$ cat src/rtl/vreduction_wb_buffer_if.sv
// Bundle of the issue, reducer-result and register-file writeback signals of the
// vector reduction writeback buffer, plus its status outputs.
interface vreduction_wb_buffer_if #(
    parameter int ELEMS = 32,
    parameter int DEPTH = 4,
    parameter int TAGW  = 5
);
    localparam int CW = $clog2(DEPTH + 1);

    logic                  flush;
    logic                  issue_valid;
    logic [TAGW-1:0]       issue_vd;
    logic                  issue_broadcast;
    logic [4:0]            issue_imm;
    logic                  issue_ready;
    logic                  red_valid;
    logic [ELEMS*16-1:0]   red_vector;
    logic                  wb_valid;
    logic                  wb_ready;
    logic [TAGW-1:0]       wb_vd;
    logic [ELEMS*16-1:0]   wb_data;
    logic [ELEMS-1:0]      wb_mask;
    logic [CW-1:0]         outstanding;
    logic                  err_overflow;
    logic                  err_orphan;

    // Handshakes: issue is taken on a rising edge where issue_valid && issue_ready;
    // a writeback transfers on a rising edge where wb_valid && wb_ready, and wb_vd,
    // wb_data and wb_mask hold stable while wb_valid && !wb_ready. red_valid has no
    // ready: the credit (issue_ready) guarantees it can always be absorbed.
    modport slave (
        input  flush, issue_valid, issue_vd, issue_broadcast, issue_imm,
        input  red_valid, red_vector, wb_ready,
        output issue_ready, wb_valid, wb_vd, wb_data, wb_mask,
        output outstanding, err_overflow, err_orphan
    );

    modport master (
        output flush, issue_valid, issue_vd, issue_broadcast, issue_imm,
        output red_valid, red_vector, wb_ready,
        input  issue_ready, wb_valid, wb_vd, wb_data, wb_mask,
        input  outstanding, err_overflow, err_orphan
    );
endinterface

$ cat src/rtl/vreduction_wb_buffer.sv
// Pairs reduction results with their issue-time destination tags, places the scalar
// into a masked full-width vector and queues it for register-file writeback.
module vreduction_wb_buffer #(
    parameter int ELEMS = 32,
    parameter int DEPTH = 4,
    parameter int TAGW  = 5
) (
    input  logic                  CLK,
    input  logic                  nRST,
    vreduction_wb_buffer_if.slave bus
);
    localparam int W  = ELEMS * 16;
    localparam int CW = $clog2(DEPTH + 1);
    localparam int PW = (DEPTH > 1) ? $clog2(DEPTH) : 1;

    logic [TAGW-1:0]  tag_vd   [DEPTH];
    logic             tag_bc   [DEPTH];
    logic [4:0]       tag_imm  [DEPTH];
    logic [PW-1:0]    tag_rd, tag_wr;
    logic [CW-1:0]    tag_cnt;

    logic [TAGW-1:0]  res_vd   [DEPTH];
    logic [W-1:0]     res_data [DEPTH];
    logic [ELEMS-1:0] res_mask [DEPTH];
    logic [PW-1:0]    res_rd, res_wr;
    logic [CW-1:0]    res_cnt;

    logic [CW-1:0]    outstanding_q;
    logic             wb_valid_q;
    logic [TAGW-1:0]  wb_vd_q;
    logic [W-1:0]     wb_data_q;
    logic [ELEMS-1:0] wb_mask_q;
    logic             err_overflow_q;
    logic             err_orphan_q;

    logic             issue_ready;
    logic             issue_acc;
    logic             red_acc;
    logic             orphan;
    logic             wb_fire;
    logic             out_load;
    logic             res_pop;
    logic [W-1:0]     new_data;
    logic [ELEMS-1:0] new_mask;

    function automatic logic [PW-1:0] ptr_inc(input logic [PW-1:0] p);
        if (p == PW'(DEPTH - 1)) return '0;
        return p + PW'(1);
    endfunction

    // Credit is taken from the registered count only, so a launch never depends
    // on what the reducer or the register file does in the same cycle.
    always_comb begin
        issue_ready = (outstanding_q < CW'(DEPTH));
        issue_acc   = bus.issue_valid && issue_ready;
        red_acc     = bus.red_valid && (tag_cnt != '0);
        orphan      = bus.red_valid && (tag_cnt == '0);
        wb_fire     = wb_valid_q && bus.wb_ready;
        out_load    = !wb_valid_q || bus.wb_ready;
        res_pop     = out_load && (res_cnt != '0);
    end

    // An out-of-range imm matches no element, leaving a zero mask and zero data.
    always_comb begin
        new_data = '0;
        new_mask = '0;
        for (int e = 0; e < ELEMS; e++) begin
            if (tag_bc[tag_rd]) begin
                new_mask[e]          = 1'b1;
                new_data[e*16 +: 16] = bus.red_vector[e*16 +: 16];
            end else if (int'(tag_imm[tag_rd]) == e) begin
                new_mask[e]          = 1'b1;
                new_data[e*16 +: 16] = bus.red_vector[15:0];
            end
        end
    end

    // Storage writes are harmless during flush/reset since the pointers restart.
    always_ff @(posedge CLK) begin
        if (issue_acc) begin
            tag_vd[tag_wr]  <= bus.issue_vd;
            tag_bc[tag_wr]  <= bus.issue_broadcast;
            tag_imm[tag_wr] <= bus.issue_imm;
        end
        if (red_acc) begin
            res_vd[res_wr]   <= tag_vd[tag_rd];
            res_data[res_wr] <= new_data;
            res_mask[res_wr] <= new_mask;
        end
    end

    always_ff @(posedge CLK) begin
        if (!nRST) begin
            tag_rd         <= '0;
            tag_wr         <= '0;
            tag_cnt        <= '0;
            res_rd         <= '0;
            res_wr         <= '0;
            res_cnt        <= '0;
            outstanding_q  <= '0;
            wb_valid_q     <= 1'b0;
            wb_vd_q        <= '0;
            wb_data_q      <= '0;
            wb_mask_q      <= '0;
            err_overflow_q <= 1'b0;
            err_orphan_q   <= 1'b0;
        end else if (bus.flush) begin
            tag_rd        <= '0;
            tag_wr        <= '0;
            tag_cnt       <= '0;
            res_rd        <= '0;
            res_wr        <= '0;
            res_cnt       <= '0;
            outstanding_q <= '0;
            wb_valid_q    <= 1'b0;
            wb_mask_q     <= '0;
        end else begin
            if (issue_acc) tag_wr <= ptr_inc(tag_wr);
            if (red_acc)   tag_rd <= ptr_inc(tag_rd);
            tag_cnt <= tag_cnt + CW'(issue_acc) - CW'(red_acc);

            if (red_acc) res_wr <= ptr_inc(res_wr);
            if (res_pop) res_rd <= ptr_inc(res_rd);
            res_cnt <= res_cnt + CW'(red_acc) - CW'(res_pop);

            // Output register is refilled from the stored head before this
            // cycle's result lands, giving one cycle from result to wb_valid.
            if (out_load) begin
                wb_valid_q <= (res_cnt != '0);
                if (res_cnt != '0) begin
                    wb_vd_q   <= res_vd[res_rd];
                    wb_data_q <= res_data[res_rd];
                    wb_mask_q <= res_mask[res_rd];
                end else begin
                    wb_mask_q <= '0;
                end
            end

            outstanding_q <= outstanding_q + CW'(issue_acc) - CW'(wb_fire);

            if (bus.issue_valid && !issue_ready) err_overflow_q <= 1'b1;
            if (orphan)                          err_orphan_q   <= 1'b1;
        end
    end

    assign bus.issue_ready  = issue_ready;
    assign bus.wb_valid     = wb_valid_q;
    assign bus.wb_vd        = wb_vd_q;
    assign bus.wb_data      = wb_data_q;
    assign bus.wb_mask      = wb_mask_q;
    assign bus.outstanding  = outstanding_q;
    assign bus.err_overflow = err_overflow_q;
    assign bus.err_orphan   = err_orphan_q;
endmodule

$ cat src/flat_wrapper.sv
// flat-port wrapper written by rule: the top's interface ports become plain ports
module vreduction_wb_buffer_flat 
#(
    parameter int ELEMS = 32,
    parameter int DEPTH = 4,
    parameter int TAGW  = 5
)
  (CLK, nRST, bus_flush, bus_issue_valid, bus_issue_vd, bus_issue_broadcast, bus_issue_imm, bus_red_valid, bus_red_vector, bus_wb_ready, bus_issue_ready, bus_wb_valid, bus_wb_vd, bus_wb_data, bus_wb_mask, bus_outstanding, bus_err_overflow, bus_err_orphan);
  vreduction_wb_buffer_if #(.ELEMS(ELEMS), .DEPTH(DEPTH), .TAGW(TAGW)) bus_i ();
  input  logic CLK;
  input  logic nRST;
  input wire logic [$bits(bus_i.flush)-1:0] bus_flush;
  input wire logic [$bits(bus_i.issue_valid)-1:0] bus_issue_valid;
  input wire logic [$bits(bus_i.issue_vd)-1:0] bus_issue_vd;
  input wire logic [$bits(bus_i.issue_broadcast)-1:0] bus_issue_broadcast;
  input wire logic [$bits(bus_i.issue_imm)-1:0] bus_issue_imm;
  input wire logic [$bits(bus_i.red_valid)-1:0] bus_red_valid;
  input wire logic [$bits(bus_i.red_vector)-1:0] bus_red_vector;
  input wire logic [$bits(bus_i.wb_ready)-1:0] bus_wb_ready;
  output wire logic [$bits(bus_i.issue_ready)-1:0] bus_issue_ready;
  output wire logic [$bits(bus_i.wb_valid)-1:0] bus_wb_valid;
  output wire logic [$bits(bus_i.wb_vd)-1:0] bus_wb_vd;
  output wire logic [$bits(bus_i.wb_data)-1:0] bus_wb_data;
  output wire logic [$bits(bus_i.wb_mask)-1:0] bus_wb_mask;
  output wire logic [$bits(bus_i.outstanding)-1:0] bus_outstanding;
  output wire logic [$bits(bus_i.err_overflow)-1:0] bus_err_overflow;
  output wire logic [$bits(bus_i.err_orphan)-1:0] bus_err_orphan;
  assign bus_i.flush = bus_flush;
  assign bus_i.issue_valid = bus_issue_valid;
  assign bus_i.issue_vd = bus_issue_vd;
  assign bus_i.issue_broadcast = bus_issue_broadcast;
  assign bus_i.issue_imm = bus_issue_imm;
  assign bus_i.red_valid = bus_red_valid;
  assign bus_i.red_vector = bus_red_vector;
  assign bus_i.wb_ready = bus_wb_ready;
  assign bus_issue_ready = bus_i.issue_ready;
  assign bus_wb_valid = bus_i.wb_valid;
  assign bus_wb_vd = bus_i.wb_vd;
  assign bus_wb_data = bus_i.wb_data;
  assign bus_wb_mask = bus_i.wb_mask;
  assign bus_outstanding = bus_i.outstanding;
  assign bus_err_overflow = bus_i.err_overflow;
  assign bus_err_orphan = bus_i.err_orphan;
  vreduction_wb_buffer #(.ELEMS(ELEMS), .DEPTH(DEPTH), .TAGW(TAGW)) u_core (.CLK(CLK), .nRST(nRST), .bus(bus_i));
endmodule
$ cat config.mk
export PLATFORM = sky130hd
export DESIGN_NAME = vreduction_wb_buffer_flat
export DESIGN_NICKNAME = d
export VERILOG_FILES = /design/src/rtl/vreduction_wb_buffer_if.sv /design/src/rtl/vreduction_wb_buffer.sv /design/src/flat_wrapper.sv
export SDC_FILE = /design/constraint.sdc
export NUM_CORES = 2
export LEC_CHECK = 0
export BUFFER_PORTS_ARGS = -buffer_cell sky130_fd_sc_hd__buf_2
export CAP_MARGIN = 20
export CORE_MARGIN = 2
export CORE_UTILIZATION = 50
export DETAILED_ROUTE_END_ITERATION = 6
export PLACE_DENSITY_LB_ADDON = 0.12
export SLEW_MARGIN = 20
export SYNTH_ARGS = -nofsm -noshare
export SYNTH_HDL_FRONTEND = slang
export SYNTH_SLANG_ARGS = --single-unit
$ cat constraint.sdc
create_clock -name CLK -period 14.1 [get_ports CLK]
set_input_delay 0 -clock CLK [delete_from_list [all_inputs] [get_ports CLK]]
set_output_delay 0 -clock CLK [all_outputs]
set_load 0.03 [all_outputs]
==> results.md <==
- Max clock buf depth: 4
- DPL Wire Length: between 200,000 and 250,000 um
- Combinational share of power: roughly 21%
- Critical Path RT: about 15 ns
- Fin crit period: 5.58 ns
- Register bit total from synthesis: about 2,800
- CP most frequent cell: buf_4
- Total global-route track usage: about 31%
- First-pass DRT Iterations: 5
- Switching power: ~6600 uW
- Setup ws final: 8.52 ns
- Vias in the first global route: around 66,000
- Cell count after synthesis: roughly 6,300
- CP Capture Type: flop
- Layout cells sized above 1: between 20% and 30%
- Post-synthesis compound-gate area fraction: approximately 7.5%
- Max VDD drop: approximately 0.00016 V
- Final Util: between 60% and 70%
- Initial antenna violation count: between 50 and 60
- Ys async rst share: 0%
- # rows: between 150 and 200
- Synth cell types: 49
- CTS tree: yes
- Placed Cells: between 9,000 and 10,000
- Largest net degree at the start of global routing: approximately 180
- Multiplexer share of the synthesized area: around an eighth
- Synthesized area per cell: 17.0 um2
- DR vias: 67,200
- CP Launch Type: flop
- Slew headroom: roughly a fifth
- Clk pwr share: ~34%
- Period utilisation layout: around two fifths
- Routed wire length: 350,000 um
- Fraction of synthesized cell area in xor and xnor cells: less than 1%
- Setup TNS Final: 0 ns
- Max-cap violation count: 0
- Chip Height: approximately 470 um
- Port Buffers: 1,084
- Post-Syn Nets: ~6,900
- Global-route wire length before repair: 482,000 um
- DRC Markers: 0
- Vias per inst: 5.94
- Largest family of logic cells by synthesized area: multiplexers
- LEAKAGE: about 0.046 uW
- Clk root buf: clkbuf_16
- Clk_skew: ~0.048 ns
- Num CTS Buffers: between 300 and 400
- Peak per-stage delay on the critical path: around 0.96 ns
- Synthesis-to-finish area growth: 23.8%
- Initial core utilization: 50.3%
- Worst-margin pin slew: approximately 1.2 ns
- CTS H-tree depth: 5
- DR WL/cell: around 31 um
- HP Class: primary input to flop
- Yosys Warn Count: 0
- # clock sinks: approximately 2,800
- Top FF cell, synth: edfxtp_1
- DP Worst Slack: 8.99 ns
- Part of the power in registers: 45.2%
- Post-Layout Cell Count: about 11,000
- Outcome: complete, no violations
- Crit-path cells: mux4_4 -> buf_4 -> buf_4 -> buf_4 -> a22o_1 -> dlygate4sd3_1
- GPL Wtd Cong: approximately 0.83
- DRT antenna net count: 0
- Crit path max fanout: 72
- Commonest non-fill, non-tap cell in the layout: edfxtp_1
- Post-cts resize count: 0
- Fmax: roughly 180 MHz
- Worst EP arrival: around 6.4 ns
- Initial drt markers: ~7,200
- Setup bufs post-CTS: 0
- Net Sw Frac: slightly below 30%
- Power per cell area: 166 nW/um2
- Count of hold-fix buffers inserted at cts: 812
- Sequential fraction of the synthesis area: between 70% and 80%
- Area share of and/or/nand/nor cells after synthesis: under 10%
- Kind of critical path: flop to flop
- Die area: ~220,000 um2
- Slowest CP cell: mux4_4
- Syn Std Cell Area: 108,000 um2
- GR Overflow Total: 0
- Clock slew at reported path FFs: approximately 0.060 ns
- Final Hold Fails: 0
- Most frequent cells in the layout: edfxtp_1, nand2_1, buf_2
- Max Slew Vio Count: 0
- Die X: 468 um
- Adder-cell share of the synthesized area: 0.218%
- EDFF count, synth: about 2,200
- Internal power: between 15,000 and 20,000 uW
- I/O pin total: 1,085
- RSZ-0062 raised after global routing: no
- Core area: about 210,000 um2
- Worst-skew pair later-pin latency: between 0.9 and 1 ns
- Final setup fails: 0
- Net count, final: 8,757
kinds of logic (layout without fill, tap and decap cells):
logic type	after synthesis	count (layout)
flip-flops	2813	2813
AND/OR/NAND/NOR	1405	1405
AO/OA/AOI/OAI	1088	1088
multiplexers	565	565
buffers and inverters	451	2546
adder cells (fa/ha/maj)	17	17
XOR/XNOR	6	6
other	0	28
registers in the layout, summed over array words and instances, names as in the netlist, named ones only:
register                 count
u_core.res_data           2048
u_core.bus.wb_data         512
u_core.res_mask            128
u_core.bus.wb_mask          32
u_core.res_vd               20
u_core.tag_imm              20
u_core.tag_vd               20
u_core.bus.wb_vd             5
u_core.tag_bc                4
u_core.bus.outstanding       3
u_core.res_cnt               3
u_core.tag_cnt               3
u_core.res_rd                2
u_core.res_wr                2
u_core.tag_rd                2
u_core.tag_wr                2
u_core.bus.err_orphan        1
u_core.bus.err_overflow      1
u_core.bus.wb_valid          1
power groups by stage:
stage | logic (uW) | registers (uW) | clock network [uW]
after floorplan | 2200 | 10800 | 0
after global placement | 4340 | 10200 | 0
after detailed placement | 4370 | 10200 | 0
after CTS | 4560 | 10000 | 7700
after global routing | 4820 | 10100 | 8030
final | 4540 | 10000 | 7610
metrics by stage:
step	cell area (um2)	power (uW)	hold slack (ns)
global placement	116000	14500	0.221
floorplan	108000	13000	0.0989
detailed placement	116000	14600	0.223
global route	133000	22900	0.0158
CTS	133000	22300	0.0000187
finish	134000	22200	0.0455
final timing paths:
kind | slack (ns) | end | start | cells after the start
worst min-delay path | 0.05 | u_core.res_data[2][413] | bus_red_vector[413] | 3
worst max-delay path | 8.52 | u_core.res_data[1][207] | flop | 6
worst max register to register | 8.52 | u_core.res_data[1][207] | flop | 6
worst min register to register | 0.45 | u_core.bus.wb_data[403] | u_core.bus.wb_data[403] | 2
layout make-up:
| class | instances | area, um2 |
|---|---|---|
| clock inverters | 102 | 774 |
| inverters | 17 | 66.3 |
| well taps | 2838 | 3550 |
| clock buffers | 434 | 8650 |
| multi-input cells | 3081 | 27200 |
| fillers | 15800 | 81100 |
| repair buffers | 1993 | 14400 |
| flip-flops and latches | 2813 | 78700 |
| diodes | 28 | 70.1 |
cells in the mapped netlist, types with 2 or more instances:
master	n	share of area, %
edfxtp_1	2240	62
nand2_1	1213	4.2
dfxtp_1	573	11
mux4_2	560	12
a21boi_0	477	3.3
a22o_1	329	2.7
clkbuf_1	223	0.78
buf_2	188	0.87
o21ai_0	177	0.82
nor2_1	55	0.19
a21boi_1	40	0.28
a22oi_1	32	0.22
nor2_4	29	0.30
nor2b_1	22	0.13
o21ai_1	21	0.097
inv_1	16	0.056
ha_1	14	0.16
and2_1	12	0.070
nand3_1	12	0.056
nand2b_4	11	0.14
buf_1	10	0.035
nand3_4	10	0.16
nor2_8	10	0.19
buf_4	9	0.063
nand2b_1	9	0.052
a21oi_1	7	0.032
xnor2_1	5	0.041
and3_1	4	0.023
mux2i_1	4	0.037
nor2_2	4	0.023
nor3_1	4	0.019
buf_6	3	0.031
fa_1	3	0.056
a31oi_1	2	0.012
nor3_2	2	0.019
or3_1	2	0.012
per-layer routing:
metal,up-vias,wire (um),global-route usage [%]
li1,28300,-,-
met1,34800,133000,40.5
met2,3363,166000,49.8
met3,672,31500,7.27
met4,38,19400,15.5
met5,-,242,0
worst max-delay path: cells and delay by family (launching register included):
| family | cells | cell delay, ns |
|---|---|---|
| mux | 1 | 0.96 |
| flops | 1 | 0.84 |
| compound gates | 1 | 0.29 |
| buf+inv | 4 | 3.13 |
Note: power is estimated with default switching activity, not from simulation.
